[config.mk]
export PLATFORM = sky130hd
export DESIGN_NAME = alu_issue_stage
export DESIGN_NICKNAME = d
export VERILOG_FILES = /design/src/rtl/alu_issue_stage.sv
export SDC_FILE = /design/constraint.sdc
export NUM_CORES = 1
export LEC_CHECK = 0
export ABC_AREA = 1
export CORE_ASPECT_RATIO = 0.7
export CORE_MARGIN = 1
export CORE_UTILIZATION = 40
export CTS_BUF_LIST = sky130_fd_sc_hd__clkbuf_4
export DETAILED_ROUTE_END_ITERATION = 6
export PLACE_DENSITY = 0.87
export SYNTH_ARGS = -nofsm -noshare
export SYNTH_HDL_FRONTEND = slang
export SYNTH_SLANG_ARGS = --single-unit
[constraint.sdc]
create_clock -name clk -period 2.6 [get_ports clk]
set_clock_uncertainty 0.1 [all_clocks]
set_input_delay 0.78 -clock clk [delete_from_list [all_inputs] [get_ports clk]]
set_output_delay 0.78 -clock clk [all_outputs]
set_load 0.03 [all_outputs]
[src/rtl/alu_issue_stage.sv]
// Purpose: EX issue/retire around a combinational ALU: decode ID instr -> stage A (ALU operands) -> stage B (EX/MEM).
// Latency: accepted at edge N -> operands on alu_* after N, result on ex_result/ex_valid after N+1.
// Backpressure: mem_ready stalls B, then A, then id_ready; one instruction per cycle with no stalls.
module alu_issue_stage #(
    parameter int          XLEN      = 32,
    parameter logic [3:0]  RESET_CTL = 4'h0
) (
    input  logic             clk,
    input  logic             rst,
    input  logic             flush,
    input  logic             id_valid,
    output logic             id_ready,
    input  logic [5:0]       id_opcode,
    input  logic [5:0]       id_funct,
    input  logic [4:0]       id_shamt,
    input  logic [15:0]      id_imm,
    input  logic [4:0]       id_rt,
    input  logic [4:0]       id_rd,
    input  logic [XLEN-1:0]  id_rs_val,
    input  logic [XLEN-1:0]  id_rt_val,
    output logic [XLEN-1:0]  alu_in1,
    output logic [XLEN-1:0]  alu_in2,
    output logic [3:0]       alu_ctrl,
    input  logic [XLEN-1:0]  alu_out,
    output logic             ex_valid,
    input  logic             mem_ready,
    output logic [XLEN-1:0]  ex_result,
    output logic [4:0]       ex_dest,
    output logic             ex_illegal
);

    localparam logic [3:0] CTL_AND     = 4'b0000;
    localparam logic [3:0] CTL_OR      = 4'b0001;
    localparam logic [3:0] CTL_ADD     = 4'b0010;
    localparam logic [3:0] CTL_SRL     = 4'b0011;
    localparam logic [3:0] CTL_SUB     = 4'b0110;
    localparam logic [3:0] CTL_SLT     = 4'b0111;
    localparam logic [3:0] CTL_XOR     = 4'b1001;
    localparam logic [3:0] CTL_SLL     = 4'b1010;
    localparam logic [3:0] CTL_SRA     = 4'b1011;
    localparam logic [3:0] CTL_NOR     = 4'b1100;
    localparam logic [3:0] CTL_SLTU    = 4'b1110;
    localparam logic [3:0] CTL_ILLEGAL = 4'b1111;

    // Stage A: operands currently presented to the ALU
    logic            a_valid_q, a_valid_d;
    logic [XLEN-1:0] a_in1_q, a_in1_d;
    logic [XLEN-1:0] a_in2_q, a_in2_d;
    logic [3:0]      a_ctrl_q, a_ctrl_d;
    logic [4:0]      a_dest_q, a_dest_d;
    logic            a_illegal_q, a_illegal_d;

    // Stage B: EX/MEM register
    logic            ex_valid_q, ex_valid_d;
    logic [XLEN-1:0] ex_result_q, ex_result_d;
    logic [4:0]      ex_dest_q, ex_dest_d;
    logic            ex_illegal_q, ex_illegal_d;

    // Decoder outputs for the instruction offered by ID
    logic [XLEN-1:0] dec_in1, dec_in2;
    logic [3:0]      dec_ctrl;
    logic [4:0]      dec_dest;
    logic            dec_illegal;

    logic [XLEN-1:0] imm_sext, imm_zext, shamt_zext;
    logic            b_free, a_move, id_accept, b_retire;

    assign imm_sext   = {{(XLEN-16){id_imm[15]}}, id_imm};
    assign imm_zext   = {{(XLEN-16){1'b0}}, id_imm};
    assign shamt_zext = {{(XLEN-5){1'b0}}, id_shamt};

    // A slot opens in B when it is empty or retiring; A can refill when empty or moving on.
    assign b_free    = !ex_valid_q || mem_ready;
    assign id_ready  = (!a_valid_q || b_free) && !flush && !rst;
    assign a_move    = a_valid_q && b_free;
    assign id_accept = id_valid && id_ready;
    assign b_retire  = ex_valid_q && mem_ready;

    // Decode opcode/funct into ALU control, operand selection and destination
    always_comb begin
        dec_illegal = 1'b0;
        dec_ctrl    = CTL_ILLEGAL;
        dec_in1     = id_rs_val;
        dec_in2     = id_rt_val;
        dec_dest    = id_rd;
        if (id_opcode == 6'h00) begin
            case (id_funct)
                6'h21: dec_ctrl = CTL_ADD;
                6'h23: dec_ctrl = CTL_SUB;
                6'h24: dec_ctrl = CTL_AND;
                6'h25: dec_ctrl = CTL_OR;
                6'h26: dec_ctrl = CTL_XOR;
                6'h27: dec_ctrl = CTL_NOR;
                6'h2A: dec_ctrl = CTL_SLT;
                6'h2B: dec_ctrl = CTL_SLTU;
                6'h00, 6'h02, 6'h03: begin
                    // Shifts take the value from rt and the amount from the shamt field
                    dec_in1 = id_rt_val;
                    dec_in2 = shamt_zext;
                    case (id_funct)
                        6'h00:   dec_ctrl = CTL_SLL;
                        6'h02:   dec_ctrl = CTL_SRL;
                        default: dec_ctrl = CTL_SRA;
                    endcase
                end
                default: dec_illegal = 1'b1;
            endcase
        end else begin
            dec_dest = id_rt;
            case (id_opcode)
                6'h09: begin dec_ctrl = CTL_ADD;  dec_in2 = imm_sext; end
                6'h0A: begin dec_ctrl = CTL_SLT;  dec_in2 = imm_sext; end
                6'h0B: begin dec_ctrl = CTL_SLTU; dec_in2 = imm_sext; end
                6'h0C: begin dec_ctrl = CTL_AND;  dec_in2 = imm_zext; end
                6'h0D: begin dec_ctrl = CTL_OR;   dec_in2 = imm_zext; end
                6'h0E: begin dec_ctrl = CTL_XOR;  dec_in2 = imm_zext; end
                6'h0F: begin
                    // lui is done on the ALU as imm << 16
                    dec_ctrl = CTL_SLL;
                    dec_in1  = imm_zext;
                    dec_in2  = XLEN'(16);
                end
                default: dec_illegal = 1'b1;
            endcase
        end
        if (dec_illegal) begin
            dec_ctrl = CTL_ILLEGAL;
            dec_in1  = '0;
            dec_in2  = '0;
            dec_dest = '0;
        end
    end

    // Stage A next state: load on accept, empty on move-without-accept, otherwise hold
    always_comb begin
        a_valid_d   = a_valid_q;
        a_in1_d     = a_in1_q;
        a_in2_d     = a_in2_q;
        a_ctrl_d    = a_ctrl_q;
        a_dest_d    = a_dest_q;
        a_illegal_d = a_illegal_q;
        if (id_accept) begin
            a_valid_d   = 1'b1;
            a_in1_d     = dec_in1;
            a_in2_d     = dec_in2;
            a_ctrl_d    = dec_ctrl;
            a_dest_d    = dec_dest;
            a_illegal_d = dec_illegal;
        end else if (a_move) begin
            // Operands hold; only the control code parks at its idle value
            a_valid_d = 1'b0;
            a_ctrl_d  = RESET_CTL;
        end
    end

    // Stage A register; flush kills the slot but leaves operand data in place
    always_ff @(posedge clk) begin
        if (rst) begin
            a_valid_q   <= 1'b0;
            a_in1_q     <= '0;
            a_in2_q     <= '0;
            a_ctrl_q    <= RESET_CTL;
            a_dest_q    <= '0;
            a_illegal_q <= 1'b0;
        end else if (flush) begin
            a_valid_q   <= 1'b0;
            a_ctrl_q    <= RESET_CTL;
        end else begin
            a_valid_q   <= a_valid_d;
            a_in1_q     <= a_in1_d;
            a_in2_q     <= a_in2_d;
            a_ctrl_q    <= a_ctrl_d;
            a_dest_q    <= a_dest_d;
            a_illegal_q <= a_illegal_d;
        end
    end

    // Stage B next state: capture ALU result when A moves, clear valid on retire
    always_comb begin
        ex_valid_d   = ex_valid_q;
        ex_result_d  = ex_result_q;
        ex_dest_d    = ex_dest_q;
        ex_illegal_d = ex_illegal_q;
        if (a_move) begin
            ex_valid_d   = 1'b1;
            // Undecodable instructions retire with a zero result regardless of the ALU
            ex_result_d  = a_illegal_q ? '0 : alu_out;
            ex_dest_d    = a_dest_q;
            ex_illegal_d = a_illegal_q;
        end else if (b_retire) begin
            ex_valid_d   = 1'b0;
        end
    end

    // Stage B register; rst wins over flush
    always_ff @(posedge clk) begin
        if (rst) begin
            ex_valid_q   <= 1'b0;
            ex_result_q  <= '0;
            ex_dest_q    <= '0;
            ex_illegal_q <= 1'b0;
        end else if (flush) begin
            ex_valid_q   <= 1'b0;
        end else begin
            ex_valid_q   <= ex_valid_d;
            ex_result_q  <= ex_result_d;
            ex_dest_q    <= ex_dest_d;
            ex_illegal_q <= ex_illegal_d;
        end
    end

    assign alu_in1    = a_in1_q;
    assign alu_in2    = a_in2_q;
    assign alu_ctrl   = a_ctrl_q;
    assign ex_valid   = ex_valid_q;
    assign ex_result  = ex_result_q;
    assign ex_dest    = ex_dest_q;
    assign ex_illegal = ex_illegal_q;

endmodule

; After elaboration in Yosys (flattened, before gate mapping)
; Cells that the tools add are included.
[word_totals]
ff_bits = 114
latchBits = 0
mem_bits_rw = 0
romBits = 0
inputBits = 144
memories = 0
[classes]
addsub = 0
mul = 0
n_div = 0
n_lt_le_gt_ge = 0
n_eq_ne = 17
shift = 0
n_mux = 25
n_bitwise = 1
reduce_logical = 23
[op_table]
columns = operator, count
row1 = 32-bit two-way mux, 8
row2 = 32-bit one-hot mux with 3 select lines, 1
row3 = 6-bit == test (second input constant), 8
row4 = 6-bit by 4-bit == test with 1-bit output (second input constant), 7
row5 = 4-bit one-hot mux with 9 select lines, 1
row6 = 4-bit one-hot mux with 7 select lines, 1
row7 = 4-bit two-way mux, 4
row8 = 6-bit by 2-bit == test with 1-bit output (second input constant), 2
row9 = 6-bit zero test, 2
row10 = 11-bit OR reduction, 1
row11 = 5-bit two-way mux, 2
row12 = 3-bit OR reduction, 3
row13 = 4-bit one-hot mux with 2 select lines, 1
row14 = 1-bit two-way mux, 7
row15 = 7-bit OR reduction, 1
row16 = 1-bit logical AND, 5
row17 = 1-bit zero test, 4
row18 = 2-bit AND reduction, 2
row19 = 2-bit nonzero test, 2
row20 = 1-bit logical OR, 2
row21 = 2-bit OR reduction, 1
row22 = 1-bit NOT, 1

; Longest topological paths before layout
[depth]
word_depth = 7
mapped_depth = 11
mapped_depth_nobuf = 11

; Worst setup path after synthesis
; Ideal clock, no wire load.
[synth_path]
path_type = input-to-output
startpoint = input port mem_ready
endpoint = output port id_ready
t_arrival_ns = 1.238
setup_slack_ns = 0.482
path_stages = 6
n_path_buf = 0
cell_sequence = inv_1 -> nand2_1 -> nor2_1 -> inv_1 -> nand2_1 -> inv_1
[synth_via]
elab_chain_len = 4
[synth_rtl]
columns = item, line_no
row1 = start: declaration, 26  ; input logic mem_ready,
row2 = 1-bit logical OR, 73  ; assign b_free = !ex_valid_q || mem_ready;
row3 = 1-bit logical OR, 74  ; assign id_ready = (!a_valid_q || b_free) && !flush && !rst;
row4 = 1-bit logical AND (2 in a row), 74
row5 = end: declaration, 12  ; output logic id_ready,
; Every way passes these cells.

; Worst setup path after layout
[layout_path]
startpoint = input port flush
endpoint = output port id_ready
[layout_via]
elab_chain_len = 3
[layout_rtl]
columns = item, line_no
row1 = start: declaration, 10  ; input logic flush,
row2 = 1-bit zero test, 74
row3 = 1-bit logical AND (2 in a row), 74
; Every way passes these cells.

==> summary.txt <==
Status
  • Status: finished, final reports clean

Worst setup path
  • Crit-path cells: clkdlybuf4s50_1 -> nor2_1 -> nand2_2 -> inv_2 -> buf_6
  • Worst flop-to-flop path startpoint: a_valid_q
  • CP arrival: 1.66 ns
  • R2R setup slack: 0.79 ns
  • Crit. Startpoint: flush
  • CP max-delay cell: clkdlybuf4s50_1
  • Worst R2R End: alu_in1[29]
  • Crit Path Category: in -> out
  • CP Launch Type: input pin
  • Worst-path fanout max: 2
  • Crit path required time: 1.72 ns
  • Worst setup path endpoint: id_ready
  • Crit end category: output pin
  • Worst reg2reg path depth: 10
  • Max stage delay on crit path: 0.42 ns

Floorplanning
  • Core area: 14900 um^2
  • Top Ports: 252
  • Number of placement rows: 37
  • Die area: 15900 um^2
  • Die Span Y: 106 um
  • Initial Utilization: 41.5%
  • Die Span X: 150 um

Logic synthesis
  • Synth unique cells: 31
  • Post-Synthesis Cells: 922
  • Compound-gate portion of the synthesized area: 22.3%
  • Proportion of synthesized area in mux cells: 0%
  • Main area contributors after synthesis: dfxtp_1 37%, nand2_1 14%, a21oi_1 12%
  • Largest family of logic cells by synthesized area: simple AND/OR/NAND/NOR gates
  • Syn Nets: 1066
  • Ys Warns: 0
  • Area share of xor/xnor cells in the synthesized design: 0%
  • Top-area cell type share of the netlist area: 37.0%
  • Sequential area share after synthesis: 37.0%
  • Seq cells post-synth: 114
  • Synth Area in Simple Gates: 30.8%
  • Post-Syn Area: 6160 um^2
  • Synth Area in Adders: 0%
  • Leading area contributor after synthesis: dfxtp_1
  • Synth Area per Inst: 6.68 um^2

Job
  • Max-cap violations: 0

Power
  • Sw Share: 27.5%
  • Clk pwr share: 39.7%
  • Leak pwr: 3.90 nW
  • Pint: 3.02 mW
  • Combinational share of power: 17.6%
  • Net Switching: 1.15 mW
  • Sequential share of power: 42.7%
  • Power Dens Cells: 435 nW/um^2
  • Worst VDD drop: 0.303 mV

Timing
  • Fmax: 394 MHz
  • Slew @ Worst Pin: 0.697 ns
  • Setup repair after global routing missed its margin: false
  • Slew Viols, Final: 0
  • # setup viols final: 0
  • Slew margin rel.: 53.6%
  • Final worst slack: 0.0632 ns
  • Final hold vios: 0
  • Period Utilization, post-route: 97.6%
  • Min cycle time layout: 2.54 ns

Global routing
  • First-pass GRT wire length: 34300 um
  • Gr ovfl total: 0
  • GRT Total Usage: 27.6%
  • Antenna violations before repair: 0
  • Largest net degree at the start of global routing: 66
  • Vias in the first global route: 6848

CTS
  • H-tree Lvls: 4
  • CTS tree: built
  • CTS Root Cell: clkbuf_4
  • Clock Pin Slew Worst Setup and Hold Paths: 0.12 ns
  • Cts hold-fix bufs: 0
  • Num CTS Buffers: 17
  • CTS Buffer Depth: 2
  • Clk_lat worst skew: 0.51 ns
  • Sinks on Clock Net: 114

Placement
  • Placed cell count: 1359
  • HPWL after DPL: 16100 um
  • Input/output buffers: 251
  • Routability cong.: 0.894
  • Pre-CTS setup slack: -0.108 ns

Finish
  • Footprint of the multi-input gates: 3290 um^2
  • Final Non-Filler Cells: 1392
  • Post-layout net count: 1328
  • ANT cells: 0
  • Share of cells above drive strength 1: 11.1%
  • Storage element area: 2280 um^2
  • Fill count: 1299
  • Syn-to-layout area delta: 55.8%

Routing
  • Drt drc: 0
  • Routed length per instance: 15.6 um
  • DRT Pass-1 Iters: 6
  • Vias per cell: 5.27
  • Final wirelength: 21800 um
  • Initial DRC count: 534
  • Antenna-violating nets left: 0
  • Vias: 7342

Worst hold path
  • Hold Path Class: reg -> reg
==> what timing repair did <==
action,CTS,global route
buffers inserted,1,0
endpoints found under the setup margin,1,3
pin swaps,0,0
resized for setup,0,7
==> metrics by stage <==
stage | hold WS, ns | power [mW] | setup TNS (ns) | instance area, um^2 | util, %
2_1_floorplan | 0.342 | 2.14 | 0 | 6160 | -
3_3_place_gp | 0.332 | 2.54 | -0.200 | 9220 | 62.0
3_5_place_dp | 0.338 | 2.55 | -2.93 | 9220 | 62.0
4_1_cts | 0.356 | 4.20 | 0 | 9590 | 64.5
5_1_grt | 0.378 | 4.37 | 0 | 9600 | 64.6
6_report | 0.356 | 4.17 | 0 | 9600 | 64.6
==> routing by layer <==
| layer | vias up | wire length [um] | track usage, % | part of all wire [%] |
|---|---|---|---|---|
| met4 | 0 | 394 | 8.44 | 1.8 |
| met2 | 332 | 9540 | 41.9 | 44 |
| li1 | 3621 | - | - | - |
| met1 | 3354 | 9720 | 37.7 | 45 |
| met5 | - | 0 | 0 | 0 |
| met3 | 35 | 2100 | 7.32 | 9.6 |
==> critical path, delay by kind of cell <==
| family | cells | cell delay (ns) |
|---|---|---|
| and+or+nand+nor | 2 | 0.28 |
| buffers and inverters | 3 | 0.60 |
==> flip-flops by register name, indices dropped and copies added (netlist names) <==
name / flops
ex_result: 32
ex_valid: 1
ex_dest: 5
a_valid_q: 1
ex_illegal: 1
alu_ctrl: 4
a_dest_q: 5
alu_in1: 32
a_illegal_q: 1
alu_in2: 32
==> cell usage after synthesis <==
library cell  instances
nand2_2               2
buf_4                13
nor3_1                1
nor2_4                4
buf_1                 1
o22ai_1               1
inv_1                54
nor2_1               70
dfxtp_1             114
buf_6                 3
or2_1                 2
o21ai_1               4
clkbuf_1             29
or2_0                 3
nand2_1             222
nor2_8                1
nand3_2               2
o21ai_2               1
nor2_2                5
inv_2                11
nand4_1               3
o21ai_0              38
nand3_1             102
buf_2                24
a22oi_1              32
nand2_4               5
a211oi_1              1
nand3_4               2
o211ai_1             21
nand3b_1              2
a21oi_1             149
==> worst min-delay path by stage <==
stage	to	from	cells past startpoint
3_5_place_dp	ex_dest[4]	ex_dest[4]	2
2_1_floorplan	a_dest_q[0]	a_dest_q[0]	2
6_report	ex_dest[3]	ex_dest[3]	2
3_3_place_gp	ex_dest[1]	ex_dest[1]	2
4_1_cts	ex_dest[4]	ex_dest[4]	2
5_1_grt	ex_dest[0]	ex_dest[0]	2
==> cell families (layout without fill, tap and decap cells) <==
kind of cell	after synthesis	in the layout
AND/OR/NAND/NOR	426	426
flip-flops	114	114
AO/OA/AOI/OAI	247	247
buffers and inverters	135	410
==> layout make-up <==
cell class / count / share of cell area, %
Multi-Input combinational cell: 673 / 34.2
Timing Repair Buffer: 313 / 33.2
Sequential cell: 114 / 23.8
Inverter: 65 / 2.54
Tap cell: 195 / 2.54
Clock inverter: 14 / 2.37
Clock buffer: 18 / 1.41
==> power groups by stage <==
stage                     Sequential, mW  Combinational, mW  Clock, mW
final                               1.78              0.736       1.66
after global routing                1.79              0.793       1.79
after CTS                           1.78              0.730       1.68
after detailed placement            1.82              0.725          0
after global placement              1.82              0.719          0
after floorplan                     1.86              0.279          0
==> layout by cell type, fill, tap and decap left out, drive strengths merged, types with 18 or more instances in the layout <==
cell type / count
nand2: 229
o211ai: 21
inv: 68
a22oi: 32
nand3: 106
buf: 64
o21ai: 43
dfxtp: 114
clkdlybuf4s50: 246
clkbuf: 18
a21oi: 149
nor2: 80
Power figures use the tool's default switching activity.
